File: config.mk
export PLATFORM = sky130hd
export DESIGN_NAME = sccb_write_master
export DESIGN_NICKNAME = d
export VERILOG_FILES = /design/src/rtl/sccb_pkg.sv /design/src/rtl/sccb_tick_gen.sv /design/src/rtl/sccb_write_master.sv
export SDC_FILE = /design/constraint.sdc
export NUM_CORES = 1
export LEC_CHECK = 0
export BUFFER_PORTS_ARGS = -buffer_cell sky130_fd_sc_hd__buf_2
export CORE_MARGIN = 4
export CORE_UTILIZATION = 35
export DETAILED_ROUTE_END_ITERATION = 6
export GPL_TIMING_DRIVEN = 0
export PLACE_DENSITY_LB_ADDON = 0.15
export SLEW_MARGIN = 20
export SYNTH_ARGS = -nofsm -noshare
export SYNTH_HDL_FRONTEND = slang
export SYNTH_SLANG_ARGS = --single-unit
File: constraint.sdc
create_clock -name clk -period 5.1 [get_ports clk]
set_input_delay 0.51 -clock clk [delete_from_list [all_inputs] [get_ports clk]]
set_output_delay 0.51 -clock clk [all_outputs]
set_load 0.005 [all_outputs]
File: src/rtl/sccb_pkg.sv
// Shared SCCB write-master definitions: FSM states, phase lengths, table end marker
// and the NACK retry limit.
package sccb_pkg;

  typedef enum logic [2:0] {
    StIdle,
    StLoad,
    StStart,
    StBits,
    StStop,
    StAdv,
    StSettle,
    StDone
  } sccb_state_e;

  localparam int unsigned START_Q        = 2;
  localparam int unsigned BIT_Q          = 4;
  localparam int unsigned STOP_Q         = 4;
  localparam int unsigned NUM_BITS       = 27;
  localparam int unsigned NUM_PHASES     = 3;
  localparam logic [15:0] END_MARKER     = 16'hFFFF;
  localparam int unsigned MAX_NACK_RETRY = 3;

endpackage

File: src/rtl/sccb_tick_gen.sv
// Quarter-bit tick generator: pulses tick for one cycle every CLK_DIV enabled cycles.
module sccb_tick_gen #(
  parameter int unsigned CLK_DIV = 250
) (
  input  logic clk,
  input  logic rst_n,
  input  logic clear,
  input  logic enable,
  output logic tick
);

  localparam int unsigned CntW = $clog2(CLK_DIV);
  localparam logic [CntW-1:0] CntLast = CntW'(CLK_DIV - 1);

  logic [CntW-1:0] cnt_q, cnt_d;

  always_comb begin
    tick  = enable && (cnt_q == CntLast);
    cnt_d = cnt_q;
    if (clear) begin
      cnt_d = '0;
    end else if (enable) begin
      cnt_d = tick ? '0 : cnt_q + 1'b1;
    end
  end

  always_ff @(posedge clk) begin
    if (!rst_n) begin
      cnt_q <= '0;
    end else begin
      cnt_q <= cnt_d;
    end
  end

endmodule

File: src/rtl/sccb_write_master.sv
// SCCB (OV7670) register-table write master: sends {DEVICE_ID, addr, data} per table
// entry, then idles SETTLE_CYCLES. Optional ACK checking/retry under SCCB_ACK_CHECK_EN.
module sccb_write_master
  import sccb_pkg::*;
#(
  parameter int unsigned CLK_DIV       = 250,
  parameter logic [7:0]  DEVICE_ID     = 8'h42,
  parameter int unsigned SETTLE_CYCLES = 100000
) (
  input  logic        clk,
  input  logic        rst_n,
  input  logic [15:0] control,
  input  logic        finished,
  output logic        advance,
  output logic        sioc,
  output logic        siod_out,
  output logic        siod_oe,
  output logic        busy,
  output logic        config_done
`ifdef SCCB_ACK_CHECK_EN
  ,
  input  logic        siod_in,
  output logic        nack_err
`endif
);

  localparam logic [1:0] QStartLast   = 2'(START_Q - 1);
  localparam logic [1:0] QBitLast     = 2'(BIT_Q - 1);
  localparam logic [1:0] QStopLast    = 2'(STOP_Q - 1);
  localparam int unsigned BitsPerPhase = NUM_BITS / NUM_PHASES;
  localparam logic [3:0] BitLast      = 4'(BitsPerPhase - 1);
  localparam logic [1:0] PhaseLast    = 2'(NUM_PHASES - 1);
  localparam int unsigned SettleW     = $clog2(SETTLE_CYCLES + 1);
  localparam logic [SettleW-1:0] SettleLast = SettleW'(SETTLE_CYCLES - 1);

  sccb_state_e        state_q, state_d;
  logic [1:0]         qtr_q, qtr_d;
  logic [3:0]         bit_q, bit_d;
  logic [1:0]         byte_q, byte_d;
  logic [23:0]        frame_q, frame_d;
  logic [SettleW-1:0] settle_q, settle_d;
  logic               tick;
  logic [23:0]        frame_sh;

`ifdef SCCB_ACK_CHECK_EN
  logic       nack_q, nack_d;
  logic [1:0] retry_q, retry_d;
  logic       nack_err_q, nack_err_d;
  localparam logic [1:0] RetryLast = 2'(MAX_NACK_RETRY - 1);
  assign nack_err = nack_err_q;
`endif

  sccb_tick_gen #(
    .CLK_DIV(CLK_DIV)
  ) u_tick_gen (
    .clk   (clk),
    .rst_n (rst_n),
    .clear ((state_q == StLoad) || (state_q == StAdv)),
    .enable((state_q != StIdle) && (state_q != StDone)),
    .tick  (tick)
  );

  always_ff @(posedge clk) begin
    if (!rst_n) begin
      state_q  <= StIdle;
      qtr_q    <= '0;
      bit_q    <= '0;
      byte_q   <= '0;
      frame_q  <= '0;
      settle_q <= '0;
`ifdef SCCB_ACK_CHECK_EN
      nack_q     <= 1'b0;
      retry_q    <= '0;
      nack_err_q <= 1'b0;
`endif
    end else begin
      state_q  <= state_d;
      qtr_q    <= qtr_d;
      bit_q    <= bit_d;
      byte_q   <= byte_d;
      frame_q  <= frame_d;
      settle_q <= settle_d;
`ifdef SCCB_ACK_CHECK_EN
      nack_q     <= nack_d;
      retry_q    <= retry_d;
      nack_err_q <= nack_err_d;
`endif
    end
  end

  always_comb begin
    state_d  = state_q;
    qtr_d    = qtr_q;
    bit_d    = bit_q;
    byte_d   = byte_q;
    frame_d  = frame_q;
    settle_d = settle_q;
`ifdef SCCB_ACK_CHECK_EN
    nack_d     = nack_q;
    retry_d    = retry_q;
    nack_err_d = nack_err_q;
`endif
    unique case (state_q)
      StIdle: state_d = finished ? StDone : StLoad;
      StLoad: begin
        frame_d = {DEVICE_ID, control};
        qtr_d   = '0;
        bit_d   = '0;
        byte_d  = '0;
`ifdef SCCB_ACK_CHECK_EN
        nack_d  = 1'b0;
        retry_d = '0;
`endif
        state_d = StStart;
      end
      StStart: if (tick) begin
        if (qtr_q == QStartLast) begin
          qtr_d   = '0;
          state_d = StBits;
        end else begin
          qtr_d = qtr_q + 2'd1;
        end
      end
      StBits: if (tick) begin
        qtr_d = qtr_q + 2'd1;
        if (qtr_q == QBitLast) begin
          qtr_d = '0;
          if (bit_q == BitLast) begin
            bit_d = '0;
            if (byte_q == PhaseLast) begin
              state_d = StStop;
            end else begin
              byte_d = byte_q + 2'd1;
            end
          end else begin
            bit_d = bit_q + 4'd1;
          end
        end
`ifdef SCCB_ACK_CHECK_EN
        // NACK on the 9th bit aborts the rest of the frame.
        if ((bit_q == BitLast) && (qtr_q == 2'd2) && siod_in) begin
          nack_d  = 1'b1;
          qtr_d   = '0;
          bit_d   = '0;
          state_d = StStop;
        end
`endif
      end
      StStop: if (tick) begin
        if (qtr_q == QStopLast) begin
          qtr_d   = '0;
          state_d = StAdv;
`ifdef SCCB_ACK_CHECK_EN
          if (nack_q) begin
            nack_d = 1'b0;
            byte_d = '0;
            bit_d  = '0;
            if (retry_q == RetryLast) begin
              nack_err_d = 1'b1;
              retry_d    = '0;
            end else begin
              retry_d = retry_q + 2'd1;
              state_d = StStart;
            end
          end
`endif
        end else begin
          qtr_d = qtr_q + 2'd1;
        end
      end
      StAdv: begin
        settle_d = '0;
        state_d  = StSettle;
      end
      StSettle: begin
        if (settle_q == SettleLast) begin
          state_d = StIdle;
        end else begin
          settle_d = settle_q + 1'b1;
        end
      end
      StDone: state_d = StDone;
      default: state_d = StIdle;
    endcase
  end

  assign frame_sh = frame_q << ({byte_q, 3'b000} + {1'b0, bit_q});

  always_comb begin
    sioc        = 1'b1;
    siod_out    = 1'b1;
    siod_oe     = 1'b0;
    busy        = 1'b1;
    advance     = 1'b0;
    config_done = 1'b0;
    unique case (state_q)
      StIdle: busy = 1'b0;
      StStart: begin
        siod_oe  = 1'b1;
        siod_out = (qtr_q == 2'd0);
      end
      StBits: begin
        sioc     = qtr_q[1];
        siod_oe  = (bit_q != BitLast);
        siod_out = (bit_q != BitLast) ? frame_sh[23] : 1'b1;
      end
      StStop: begin
        sioc     = (qtr_q != 2'd0);
        siod_oe  = (qtr_q != 2'd3);
        siod_out = qtr_q[1];
      end
      StAdv: advance = 1'b1;
      StDone: begin
        busy        = 1'b0;
        config_done = 1'b1;
      end
      default: ;
    endcase
  end

endmodule
==> impl_metrics.env <==
export IMPL_worstSetupPathType="reg -> out"
export IMPL_syn_to_final_growth_pct=12.7
export IMPL_cts_sink_count=53
export IMPL_ys_seq_elements=53
export IMPL_critical_path_required_ps=4590
export IMPL_crit_buf_inv=2
export IMPL_holdPathStages=3
export IMPL_post_cts_buffers=0
export IMPL_dieHeight_um=101
export IMPL_cts_buffers=5
export IMPL_grt_total_usage=0.140
export IMPL_design_core_area_sq_um=8300
export IMPL_drive_gt1_frac=0.166
export IMPL_synth_edf_count=0
export IMPL_rows=33
export IMPL_reg2regPathDepth=8
export IMPL_drc_errors=0
export IMPL_synthMuxAreaShare=0.0541
export IMPL_pin_count=25
export IMPL_min_from="control[0]"
export IMPL_multiInputGateArea_sq_um=1810
export IMPL_leakagePower_nw=1.26
export IMPL_wl_per_cell_um=13.8
export IMPL_cts_tree="yes"
export IMPL_synth_simple_gate_area_share=0.280
export IMPL_viasPerCell=5.27
export IMPL_grt_pass1_wl_mm=11.6
export IMPL_fin_worst_skew_ps=9.46
export IMPL_netlist_instances=353
export IMPL_worstMarginPinSlew_ps=631
export IMPL_h_tree_depth=2
export IMPL_ys_types=70
export IMPL_seq_area_sq_um=1060
export IMPL_hold_path_end="frame_q[0]"
export IMPL_setup_viol=0
export IMPL_ys_warn_count=0
export IMPL_synth_nets=383
export IMPL_hold_path_class="in -> reg"
export IMPL_r2r_start="bit_q[0]"
export IMPL_switching_share=0.354
export IMPL_clock_fmax_mhz=398
export IMPL_nets=414
export IMPL_hold_slack_ps=440
export IMPL_synth_area_sq_um=3030
export IMPL_clk_path_buf_depth=2
export IMPL_synth_compound_area_frac=0.190
export IMPL_antenna_cells=0
export IMPL_finalNonFillerCells=490
export IMPL_async_flop_share=0
export IMPL_ir_drop_uv=174
export IMPL_p_per_area_nw_per_um2=396
export IMPL_arrival_ps=2000
export IMPL_synth_area_top_cells="dfxtp_1 (35%), nand2_1 (7.1%), a21boi_0 (5.0%), ha_1 (4.5%), a21oi_1 (3.1%)"
export IMPL_worst_path_max_fanout=10
export IMPL_path_delay_family="multiplexers"
export IMPL_tns_ps=0
export IMPL_fillers=858
export IMPL_fin_util=0.411
export IMPL_period_share=0.492
export IMPL_die_area_sq_um=10200
export IMPL_clk_pin_slew_worst_paths_ps=100
export IMPL_power_frac_comb=0.382
export IMPL_power_internal_mw=0.872
export IMPL_port_buffers=24
export IMPL_outcome="finished clean"
export IMPL_cpMaxStageDelayCell="mux4_2"
export IMPL_ctsRootBufferMaster="clkbuf_8"
export IMPL_ys_seq_area_frac=0.350
export IMPL_rrSetupSlack_ps=3050
export IMPL_cp_slowest_stage_delay_ps=540
export IMPL_synth_largest_area_cell="dfxtp_1"
export IMPL_slew_viol_final=0
export IMPL_dpl_cell_count=482
export IMPL_initial_core_util=0.365
export IMPL_gp_congestion=0.783
export IMPL_pre_cts_ws_ps=2900
export IMPL_syn_area_per_cell_sq_um=8.58
export IMPL_p_seq_frac=0.369
export IMPL_die_x_um=101
export IMPL_post_cts_resized=0
export IMPL_hold_violations=0
export IMPL_p_sw_mw=0.479
export IMPL_synth_xor_area_share=0.0289
export IMPL_clk_latency_ps=310
export IMPL_ant_nets=0
export IMPL_netlist_top_cells_count="nand2_1 (57), dfxtp_1 (53), nor2_1 (23)"
export IMPL_rsz0062_at_grt="no"
export IMPL_path_cells="buf_2 -> mux4_2 -> nand2_1 -> nand2_1 -> a31oi_1 -> a31oi_1 -> buf_2"
export IMPL_synth_top_cell_area_share=0.350
export IMPL_setup_ws_ps=2590
export IMPL_slew_headroom=0.578
export IMPL_r2r_end="bit_q[0]"
export IMPL_hpwl_mm=4.95
export IMPL_grt_pass1_vias=2504
export IMPL_cp_start_kind="flip-flop"
export IMPL_endpoint_kind="primary output"
export IMPL_p_clk_frac=0.249
export IMPL_wirelength_mm=6.75
export IMPL_max_cap_viol_count=0
export IMPL_synth_ff_type="dfxtp_1"
export IMPL_firstDrtPassIters=4
export IMPL_synthAdderAreaFrac=0.0454
export IMPL_worstSetupPathDepth=7
export IMPL_drt_iter0_drc=137
export IMPL_grt_max_degree=17
export IMPL_min_period_ps=2510
export IMPL_grt_overflow_total=0
export IMPL_hold_buffers=0
export IMPL_vias=2582
export IMPL_antenna_found_initial=0
export IMPL_synth_top_family_by_area="simple AND/OR/NAND/NOR gates"
export IMPL_yosysMostFrequentCell="nand2_1"
-- sequential cells by signal (all words and copies together), names as in the netlist, named ones only --
register          count
state_q               2
u_tick_gen.cnt_q      8
settle_q             17
qtr_q                 2
frame_q              17
byte_q                2
bit_q                 4
-- layout by cell type (no fill, tap or decap), types with 5 or more instances in the layout --
| cell | netlist | final |
|---|---|---|
| o31ai_1 | 5 | 5 |
| ha_1 | 11 | 11 |
| a21oi_1 | 19 | 19 |
| buf_2 | 4 | 28 |
| clkbuf_8 | 1 | 6 |
| or3_1 | 8 | 8 |
| clkbuf_1 | 7 | 7 |
| nand2_1 | 57 | 57 |
| o21a_1 | 5 | 5 |
| a21boi_0 | 20 | 20 |
| nand3_1 | 10 | 10 |
| inv_1 | 11 | 11 |
| dfxtp_1 | 53 | 53 |
| nor2_1 | 23 | 23 |
| nand2b_1 | 8 | 8 |
| o21ai_0 | 10 | 10 |
| xor2_1 | 6 | 6 |
-- cell type report --
cell class              instances  area share
well taps                     105      0.0385
clock inverters                 3      0.0191
multi-input cells             270       0.531
flip-flops and latches         53       0.311
plain buffers                  17      0.0308
inverters                      13      0.0147
repair buffers                 24      0.0352
clock buffers                   5      0.0202
-- stage by stage --
| stage | instance area (sq um) | total power [mW] |
|---|---|---|
| 3_3_place_gp | 3280 | 1.02 |
| 6_report | 3410 | 1.35 |
| 4_1_cts | 3410 | 1.37 |
| 3_5_place_dp | 3280 | 1.03 |
| 2_1_floorplan | 3030 | 0.888 |
| 5_1_grt | 3410 | 1.45 |
-- worst max-delay path by stage --
stage	slack (ps)	end	startpoint
global route	2430	siod_out	bit_q[0]
floorplan	3190	siod_out	bit_q[0]
global placement	2910	siod_out	bit_q[0]
detailed placement	2900	siod_out	bit_q[0]
finish	2590	siod_out	bit_q[0]
CTS	2540	siod_out	bit_q[0]
-- worst min-delay path: stages --
cell	delay [ps]
buf_2	90
nand2_1	40
a21boi_0	60
-- power by group through the flow --
stage | Combinational (mW) | Sequential (mW) | Clock [mW]
2_1_floorplan | 0.389 | 0.499 | 0
3_3_place_gp | 0.515 | 0.509 | 0
3_5_place_dp | 0.518 | 0.509 | 0
4_1_cts | 0.521 | 0.500 | 0.351
5_1_grt | 0.586 | 0.506 | 0.361
6_report | 0.516 | 0.499 | 0.336
-- per-layer routing --
layer,part of all wire,GRT usage,routed length (um),up-vias
met5,0,0,0,-
met4,0.014,0.0399,93,0
met3,0.042,0.0277,281,9
met2,0.45,0.222,3020,51
met1,0.50,0.192,3350,1194
li1,-,-,-,1328
-- cell families after synthesis --
logic type	after synthesis
AO/OA/AOI/OAI	83
XOR/XNOR	10
adder cells (fa/ha/maj)	11
buffers and inverters	30
flip-flops	53
multiplexers	11
AND/OR/NAND/NOR	155
No activity file was read; power rests on OpenSTA's default activity.
